==> config.mk <==
export PLATFORM = sky130hd
export DESIGN_NAME = dac_burst_sched_flat
export DESIGN_NICKNAME = d
export VERILOG_FILES = /design/src/rtl/dac_burst_sched_if.sv /design/src/rtl/dac_burst_sched.sv /design/src/flat_wrapper.sv
export SDC_FILE = /design/constraint.sdc
export NUM_CORES = 1
export LEC_CHECK = 0
export ABC_AREA = 1
export CORE_UTILIZATION = 44
export DETAILED_ROUTE_END_ITERATION = 7
export PLACE_DENSITY = 0.66
export SLEW_MARGIN = 20
export SYNTH_ARGS = -nofsm -noshare
export SYNTH_HDL_FRONTEND = slang
export SYNTH_SLANG_ARGS = --single-unit
==> constraint.sdc <==
create_clock -name clk -period 3.65 [get_ports clk]
set_input_delay 0.5475 -clock clk [delete_from_list [all_inputs] [get_ports clk]]
set_output_delay 0.5475 -clock clk [all_outputs]
set_load 0.02 [all_outputs]
==> src/rtl/dac_burst_sched_if.sv <==
`default_nettype none
// +--------------------------------------------------------------------+
// | dac_burst_sched_if : sample-source request/valid handshake bundle  |
// | rev 1.0                                                            |
// +--------------------------------------------------------------------+
interface dac_burst_sched_if #(
  parameter int DOUT_WIDTH = 14
);
  logic                  src_req;
  logic                  src_vld;
  logic [DOUT_WIDTH-1:0] src_data;

  modport master (output src_req, input src_vld, input src_data);
  modport slave  (input src_req, output src_vld, output src_data);
endinterface
`default_nettype wire

==> src/rtl/dac_burst_sched.sv <==
`default_nettype none
// +--------------------------------------------------------------------+
// | dac_burst_sched : start/stop DAC clock divider and sample fetcher  |
// | Option: DAC_IDLE_MIDSCALE_EN parks dout at midscale in IDLE/reset  |
// | rev 1.0                                                            |
// +--------------------------------------------------------------------+
module dac_burst_sched #(
  parameter int DOUT_WIDTH = 14,
  parameter int DIV_W      = 8,
  parameter int LEN_W      = 16
) (
  input  wire logic                  clk,
  input  wire logic                  rst_n,
  input  wire logic [DIV_W-1:0]      cfg_div_i,
  input  wire logic [LEN_W-1:0]      cfg_len_i,
  input  wire logic                  start_i,
  input  wire logic                  stop_i,
  output logic                       busy_o,
  output logic                       done_o,
  output logic                       cfg_err_o,
  dac_burst_sched_if.master          src,
  output logic                       dac_clk_o,
  output logic [DOUT_WIDTH-1:0]      dout_o,
  output logic                       underrun_o,
  input  wire logic                  underrun_clr_i
);

  typedef enum logic [1:0] {S_IDLE = 2'd0, S_RUN = 2'd1, S_DRAIN = 2'd2} state_t;

`ifdef DAC_IDLE_MIDSCALE_EN
  localparam logic [DOUT_WIDTH-1:0] DOUT_IDLE = DOUT_WIDTH'(1) << (DOUT_WIDTH - 1);
`else
  localparam logic [DOUT_WIDTH-1:0] DOUT_IDLE = '0;
`endif

  state_t                state_q;
  logic [DIV_W-1:0]      ph_q, div_q;
  logic [LEN_W-1:0]      len_q, cnt_q;
  logic [DOUT_WIDTH-1:0] hold_q, dout_q;
  logic                  hold_vld_q, stop_pend_q;
  logic                  busy_q, done_q, cfg_err_q, src_req_q, dac_clk_q, underrun_q;

  logic                  cfg_ok, ph_last, ph_half, burst_end, ur_set;
  logic [LEN_W-1:0]      cnt_d;
  logic [DIV_W-1:0]      ph_d;

  always_comb begin
    cfg_ok    = (cfg_div_i >= DIV_W'(2)) && !cfg_div_i[0];
    ph_last   = (ph_q == div_q - DIV_W'(1));
    ph_half   = (ph_q == (div_q >> 1) - DIV_W'(1));
    ph_d      = ph_last ? '0 : ph_q + DIV_W'(1);
    cnt_d     = cnt_q + LEN_W'(1);
    burst_end = (len_q != '0) && (cnt_d == len_q);
    ur_set    = (state_q == S_RUN) && ph_last && !hold_vld_q;
  end

  always_ff @(posedge clk or negedge rst_n) begin
    if (!rst_n) begin
      state_q     <= S_IDLE;
      ph_q        <= '0;
      div_q       <= '0;
      len_q       <= '0;
      cnt_q       <= '0;
      hold_q      <= '0;
      hold_vld_q  <= 1'b0;
      stop_pend_q <= 1'b0;
      busy_q      <= 1'b0;
      done_q      <= 1'b0;
      cfg_err_q   <= 1'b0;
      src_req_q   <= 1'b0;
      dac_clk_q   <= 1'b0;
      dout_q      <= DOUT_IDLE;
      underrun_q  <= 1'b0;
    end else begin
      done_q    <= 1'b0;
      cfg_err_q <= 1'b0;
      src_req_q <= 1'b0;

      if (underrun_clr_i)
        underrun_q <= 1'b0;
      else if (ur_set)
        underrun_q <= 1'b1;

      case (state_q)
        S_IDLE: begin
          ph_q      <= '0;
          dac_clk_q <= 1'b0;
          if (start_i) begin
            if (cfg_ok) begin
              div_q       <= cfg_div_i;
              len_q       <= cfg_len_i;
              cnt_q       <= '0;
              hold_vld_q  <= 1'b0;
              stop_pend_q <= 1'b0;
              busy_q      <= 1'b1;
              src_req_q   <= 1'b1;
              state_q     <= S_RUN;
            end else begin
              cfg_err_q <= 1'b1;
            end
          end
        end

        S_RUN: begin
          ph_q <= ph_d;
          if (ph_half)      dac_clk_q <= 1'b1;
          else if (ph_last) dac_clk_q <= 1'b0;
          if (stop_i) stop_pend_q <= 1'b1;
          // Capture window closes one cycle before the output boundary.
          if (!hold_vld_q && src.src_vld && !ph_last) begin
            hold_q     <= src.src_data;
            hold_vld_q <= 1'b1;
          end
          if (ph_last) begin
            cnt_q      <= cnt_d;
            hold_vld_q <= 1'b0;
            if (hold_vld_q) dout_q <= hold_q;
            if (burst_end || stop_pend_q || stop_i) begin
              stop_pend_q <= 1'b0;
              state_q     <= S_DRAIN;
            end else begin
              src_req_q <= 1'b1;
            end
          end
        end

        S_DRAIN: begin
          ph_q <= ph_d;
          if (ph_half)      dac_clk_q <= 1'b1;
          else if (ph_last) dac_clk_q <= 1'b0;
          if (ph_last) begin
            busy_q  <= 1'b0;
            done_q  <= 1'b1;
            state_q <= S_IDLE;
`ifdef DAC_IDLE_MIDSCALE_EN
            dout_q  <= DOUT_IDLE;
`endif
          end
        end

        default: state_q <= S_IDLE;
      endcase
    end
  end

  assign busy_o      = busy_q;
  assign done_o      = done_q;
  assign cfg_err_o   = cfg_err_q;
  assign src.src_req = src_req_q;
  assign dac_clk_o   = dac_clk_q;
  assign dout_o      = dout_q;
  assign underrun_o  = underrun_q;

endmodule
`default_nettype wire

==> src/flat_wrapper.sv <==
// flat-port wrapper written by rule: the top's interface ports become plain ports
module dac_burst_sched_flat 
#(
  parameter int DOUT_WIDTH = 14,
  parameter int DIV_W      = 8,
  parameter int LEN_W      = 16
)
  (clk, rst_n, cfg_div_i, cfg_len_i, start_i, stop_i, busy_o, done_o, cfg_err_o, dac_clk_o, dout_o, underrun_o, underrun_clr_i, src_src_req, src_src_vld, src_src_data);
  dac_burst_sched_if #(.DOUT_WIDTH(DOUT_WIDTH)) src_i ();
  input  wire logic clk;
  input  wire logic rst_n;
  input  wire logic [DIV_W-1:0] cfg_div_i;
  input  wire logic [LEN_W-1:0] cfg_len_i;
  input  wire logic start_i;
  input  wire logic stop_i;
  output logic busy_o;
  output logic done_o;
  output logic cfg_err_o;
  output logic dac_clk_o;
  output logic [DOUT_WIDTH-1:0] dout_o;
  output logic underrun_o;
  input  wire logic underrun_clr_i;
  output wire logic [$bits(src_i.src_req)-1:0] src_src_req;
  input wire logic [$bits(src_i.src_vld)-1:0] src_src_vld;
  input wire logic [$bits(src_i.src_data)-1:0] src_src_data;
  assign src_src_req = src_i.src_req;
  assign src_i.src_vld = src_src_vld;
  assign src_i.src_data = src_src_data;
  dac_burst_sched #(.DOUT_WIDTH(DOUT_WIDTH), .DIV_W(DIV_W), .LEN_W(LEN_W)) u_core (.clk(clk), .rst_n(rst_n), .cfg_div_i(cfg_div_i), .cfg_len_i(cfg_len_i), .start_i(start_i), .stop_i(stop_i), .busy_o(busy_o), .done_o(done_o), .cfg_err_o(cfg_err_o), .src(src_i), .dac_clk_o(dac_clk_o), .dout_o(dout_o), .underrun_o(underrun_o), .underrun_clr_i(underrun_clr_i));
endmodule
==> run metrics, run 1 <==
maximum vdd drop around 0.15 mV; number of synthesized flops with an enable pin 0; critical path arrival 2.86 ns; RSZ-0062 raised after global routing false; library cells used by synthesis 37; delay-heaviest family, CP simple AND/OR/NAND/NOR gates; clock sink count 86; Mapped Area 0.00493 sq mm; initial antenna violation count 0; clock buffer depth 2; peak per-stage delay on the critical path 0.48 ns; status completed; Fmax 383 MHz; TritonRoute pass-1 iters 7; pwr/cell area 305 mW/mm^2; endpoint class of the critical path register; Mapped Nets between 600 and 700; GRT Util Overall 20.9%; DR vias/cell 5.19; Setup CP Type register to register; Die X about 110 microns; antenna cell count 0; Core Region approximately 0.011 sq mm; Seq/Total Area, Yosys 43.6%; detailed-route wire length per cell 13.8 microns; skew final 0.0104 ns; flop2flop setup slack 1.04 ns; first-pass GRT wire length between 15 and 20 mm; critical path, cell by cell inv_1, ha_1, inv_1, nor3_4, nand2_1, xor2_1, nor4_2, nand4_4, nand2_1, o21ai_2; fin area slightly below 0.006 sq mm; WP buf/inv 2; final net count 723; final hold vios 0; Clock transition at path regs 0.09 ns; r2r endpoint u_core.dout_o[3]; max-slew violation count 0; Placement Cell Area 0.00565 sq mm; Final min period 2.61 ns; die area approximately 0.012 sq mm; drt total wl between 10 and 15 mm; Worst-Margin Slew ~0.94 ns; count of buffers from port buffering 63; largest net degree at the start of global routing 75; CTS root buffer clkbuf_8; worst rel slew slack 37.1%; YS warnings 0; Final Wtd Congestion 0.883; fin crit share 71.4%; Final Util 54.0%; number of DRC violations after detailed-routing iteration 0 264; Post-DRT Antenna Nets 0; worst min path class input pin to async pin; layout cell share with drive strength beyond 1 10.8%; number of H-tree levels 3; Worst Reg2Reg Path Length in Cells 10; Synth Register Bits 86; CTS tree done; Ports 64; postcts setup bufs 0; Max Cap Viol 0; CTS Buf Count 9; DRC viols 0; most frequent cells in the layout nand2_1 (151), dfrtp_1 (86), inv_1 (84); Setup violations, final 0; most common cell after layout, fill and taps aside nand2_1; Layout Area Growth over Synthesis 19.2%; syn avg cell area 8.11 sq um; worst-path fanout max 28; hpwl dp 8.21 mm; vias in the first global route 4105; Required @ worst endpoint 3.90 ns; Worst R2R Start u_core.div_q[1]; Pleak 0.00298 uW; Synth Flop Type dfrtp_1; Stages on worst setup path 10; Initial Util between 40% and 50%; chip height about 110 microns; number of fillers in the final layout 1020; TNS Setup 0 ns; Resized cells post-CTS 0; CTS Hold Buffers Added 0; Slowest-stage cell, CP nand4_4; Clock Latency Late Sink 0.37 ns; Async S/R FF share, synth 100%; vias 4231; grt ovf 0; post-synthesis instance total 608; CP startpoint kind register; Cell Rows 38
worst reg2reg max path, cell delays in order (launching register included):
cell     delay (ns)
dfrtp_1        0.39
inv_1          0.16
ha_1           0.22
inv_1          0.09
nor3_4         0.20
nand2_1        0.12
xor2_1         0.19
nor4_2         0.33
nand4_4        0.48
nand2_1        0.24
o21ai_2        0.07
layout make-up:
type | instances | area (sq um) | area share [%]
Timing Repair Buffer | 66 | 651 | 11.1
Inverter | 84 | 315 | 5.36
Multi-Input combinational cell | 424 | 2360 | 40.1
Sequential cell | 86 | 2150 | 36.6
Clock buffer | 10 | 138 | 2.34
Tap cell | 140 | 175 | 2.98
Clock inverter | 6 | 91.3 | 1.55
worst max-delay path by stage:
stage	start	end	slack (ns)
6_report	u_core.div_q[1]	u_core.dout_o[3]	1.04
5_1_grt	u_core.div_q[1]	u_core.dout_o[3]	0.81
4_1_cts	u_core.div_q[1]	u_core.dout_o[2]	1.04
3_5_place_dp	cfg_div_i[2]	u_core.cnt_q[2]	0.88
3_3_place_gp	cfg_div_i[3]	u_core.cnt_q[10]	0.99
2_1_floorplan	u_core.div_q[1]	u_core.hold_vld_q	1.54
state kept, by name, indices dropped and copies added, names as in the netlist:
register,flops
u_core.done_o,1
u_core.ph_q,8
u_core.busy_o,1
u_core.len_q,16
u_core.state_q,2
u_core.dac_clk_o,1
u_core.stop_pend_q,1
u_core.cfg_err_o,1
u_core.underrun_o,1
u_core.src.src_req,1
u_core.div_q,8
u_core.hold_q,14
u_core.hold_vld_q,1
u_core.cnt_q,16
u_core.dout_o,14
kinds of logic (layout without fill, tap and decap cells):
family                   count (synthesis)  after routing  synth area share (%)
XOR/XNOR                                26             26                  5.48
flip-flops                              86             86                  43.6
AO/OA/AOI/OAI                           98             98                  13.6
AND/OR/NAND/NOR                        292            292                  26.6
adder cells (fa/ha/maj)                  8              8                  2.03
buffers and inverters                   98            166                  8.65
per-stage QoR:
step | power [uW] | setup WS [ns] | instances | hold WS, ns
floorplan | 975 | 1.54 | 608 | 0.252
global placement | 1040 | 0.987 | 800 | 0.466
detailed placement | 1040 | 0.884 | 800 | 0.472
CTS | 1820 | 1.04 | 816 | 0.346
global route | 1860 | 0.810 | 816 | 0.382
finish | 1790 | 1.04 | 816 | 0.315
synthesized netlist by cell type, types with 10 or more instances:
library cell    n  area [sq um]
a21oi_1        15          75.1
a21oi_2        10          87.6
dfrtp_1        86          2150
inv_1          84           315
nand2_1       151           567
nand3_1        44           220
nand4_1        15          93.8
nor2_1         56           210
o21ai_0        44           220
o21ai_2        14           123
o22ai_2        11           138
xor2_1         16           140
per-layer routing:
metal	wire (microns)	share of wire, %	vias to the layer above	global-route usage, %
met5	0	0	-	0
met4	191	1.7	0	8.32
met3	664	5.9	18	4.66
met1	5370	48	2007	27.7
met2	5010	45	119	32.9
li1	-	-	2087	-
power breakdown:
group / internal (uW) / switching (uW) / total, uW
registers: 952 / 0.353 / 953
clock network: 409 / 362 / 771
logic: 41.7 / 28.9 / 70.5
total: 1400 / 391 / 1790
No activity file was read; power rests on OpenSTA's default activity.
==> inputs of run 2 (changes only) <==
==> constraint.sdc (replaced) <==
create_clock -name clk -period 2.67 [get_ports clk]
set_input_delay 0.4005 -clock clk [delete_from_list [all_inputs] [get_ports clk]]
set_output_delay 0.4005 -clock clk [all_outputs]
set_load 0.02 [all_outputs]
==> run metrics, run 2 (synthesis gave the netlist of run 1 again) <==
worst-path fanout max 14 (-50%); fin area 0.00596 sq mm (+1.4%); TritonRoute pass-1 iters 5 (-2); Layout Area Growth over Synthesis 20.9%; skew final 0.0126 ns (+0.00222 ns); worst min path class input pin to async pin; Placement Cell Area 0.00570 sq mm (+0.93%); initial antenna violation count 0 (unchanged); TNS Setup 0 ns (unchanged); Final min period 2.43 ns (-0.180 ns); grt ovf 0 (unchanged); P_int 2010 uW (+44%); critical path arrival 2.71 ns (-0.15 ns); DRC viols 0 (unchanged); Core Region 0.0109 sq mm (unchanged); Clock Latency Late Sink 0.36 ns (about the same); Post-DRT Antenna Nets 0 (unchanged); most common cell after layout, fill and taps aside nand2_1; pwr/cell area 428 mW/mm^2 (+40%); status completed; Post-Layout Cell Count 818 (+0.25%); final net count 725 (+0.28%); Worst-Margin Slew 0.580 ns (-0.363 ns); Ports 64 (unchanged); Gate power share 3.9% (about the same); drt total wl 11.2 mm (-0.59%); Fmax 412 MHz (+7.4%); max-slew violation count 0 (unchanged); CTS root buffer clkbuf_8; clock buffer depth 2 (unchanged); CP startpoint kind register; number of DRC violations after detailed-routing iteration 0 221 (-16%); endpoint class of the critical path register; chip height 108 microns (unchanged); Switching Share 21.1% (-0.69 points); antenna cell count 0 (unchanged); final hold vios 0 (unchanged); Power Total 2550 uW (+42%); RSZ-0062 raised after global routing false; Max Cap Viol 0 (unchanged); DR vias/cell 5.12 (-1.2%); Final Wtd Congestion 0.873 (-1.2%); die area 0.0116 sq mm (unchanged); Reg power frac 51.0% (-2.1 points); worst rel slew slack 61.3% (+24 points); clock sink count 86 (unchanged); CTS tree done; detailed-route wire length per cell 13.7 microns (-0.83%); Required @ worst endpoint 2.95 ns (-0.95 ns); CTS Buf Count 9 (unchanged); Initial Util 45.3% (unchanged); fin crit share 90.9% (+19 points); largest net degree at the start of global routing 46 (-39%); hpwl dp 8.18 mm (-0.32%); Pleak 0.00304 uW (+1.8%); maximum vdd drop 0.290 mV (+100%); Setup violations, final 0 (unchanged); Clock Power Share 45.1% (+2.1 points); Final Util 54.7% (+0.76 points); switching power 539 uW (+38%); number of H-tree levels 3 (unchanged); FF/Latch Area 0.00215 sq mm (unchanged); layout cell share with drive strength beyond 1 11.1% (+0.26 points); GRT Util Overall 21.3% (+0.43 points); number of fillers in the final layout 1047 (+2.6%); Setup CP Type register to register; Cell Rows 38 (unchanged); placed insts 802 (+0.25%); Die X 108 microns (unchanged); first-pass GRT wire length 19.3 mm (+2.2%); count of buffers from port buffering 63 (unchanged); vias in the first global route 4074 (-0.76%); top flop regs u_core.cnt_q: 16 flops, u_core.len_q: 16 flops; Clock transition at path regs 0.09 ns (about the same); most frequent cells in the layout nand2_1 (151), dfrtp_1 (86), inv_1 (84); area of the multi-input gates 0.00236 sq mm (+0.21%); vias 4190 (-0.97%)
## run 2: final timing paths
check | start | endpoint | slack [ns] | depth (start not counted)
worst max-delay path | u_core.div_q[2] | u_core.cnt_q[2] | 0.24 | 11
worst max register to register | u_core.div_q[2] | u_core.cnt_q[2] | 0.24 | 11
worst min register to register | u_core.dac_clk_o | u_core.dac_clk_o | 0.48 | 2
worst min-delay path | rst_n | u_core.len_q[15] | 0.03 | 1
min in group clk | u_core.dac_clk_o | u_core.dac_clk_o | 0.48 | 2
max in group asynchronous | rst_n | u_core.div_q[4] | 1.98 | 2
## run 2: cell type report
class,instances,area share [%]
Clock buffer,10,2.31
Clock inverter,6,1.95
Inverter,84,5.29
Multi-Input combinational cell,424,39.6
Sequential cell,86,36.1
Tap cell,140,2.94
Timing Repair Buffer,68,11.8
## run 2: metal layers
layer / global-route usage [%] / routed length (microns) / vias up
li1: - / - / 2095
met4: 6.75 / 148 / 0
met3: 4.96 / 701 / 12
met2: 32.7 / 5000 / 119
met5: 0 / 0 / -
met1: 29.6 / 5320 / 1964
## run 2: metrics by stage
| stage | setup slack [ns] | hold WS, ns |
|---|---|---|
| finish | 0.243 | 0.0281 |
| global route | 0.0376 | 0.0588 |
| CTS | 0.160 | 0.0395 |
| detailed placement | 0.194 | 0.444 |
| global placement | 0.290 | 0.432 |
| floorplan | 0.561 | 0.105 |
## run 2: repair_timing
item                                    CTS  global route
endpoints found under the setup margin    0            12
buffers inserted                          0             0
gates resized for setup                   0             1
hold buffers                              0             0
## run 2: worst max-delay path, stage by stage (launching register included)
cell and delay (ns):
dfrtp_1 0.48, inv_1 0.10, ha_1 0.25, nand2_1 0.08, inv_1 0.08, nand4_1 0.11
xor2_1 0.20, nor2_1 0.19, nand3_4 0.21, nor2_4 0.24, nand2_4 0.19, o22ai_1 0.22
## run 2: power by group through the flow
| stage | clock network, uW | logic [uW] | registers, uW |
|---|---|---|---|
| after global routing | 1230 | 110 | 1300 |
| after floorplan | 0 | 3.90 | 1330 |
| final | 1150 | 99.2 | 1300 |
| after detailed placement | 0 | 102 | 1330 |
| after global placement | 0 | 100 | 1330 |
| after CTS | 1180 | 102 | 1300 |
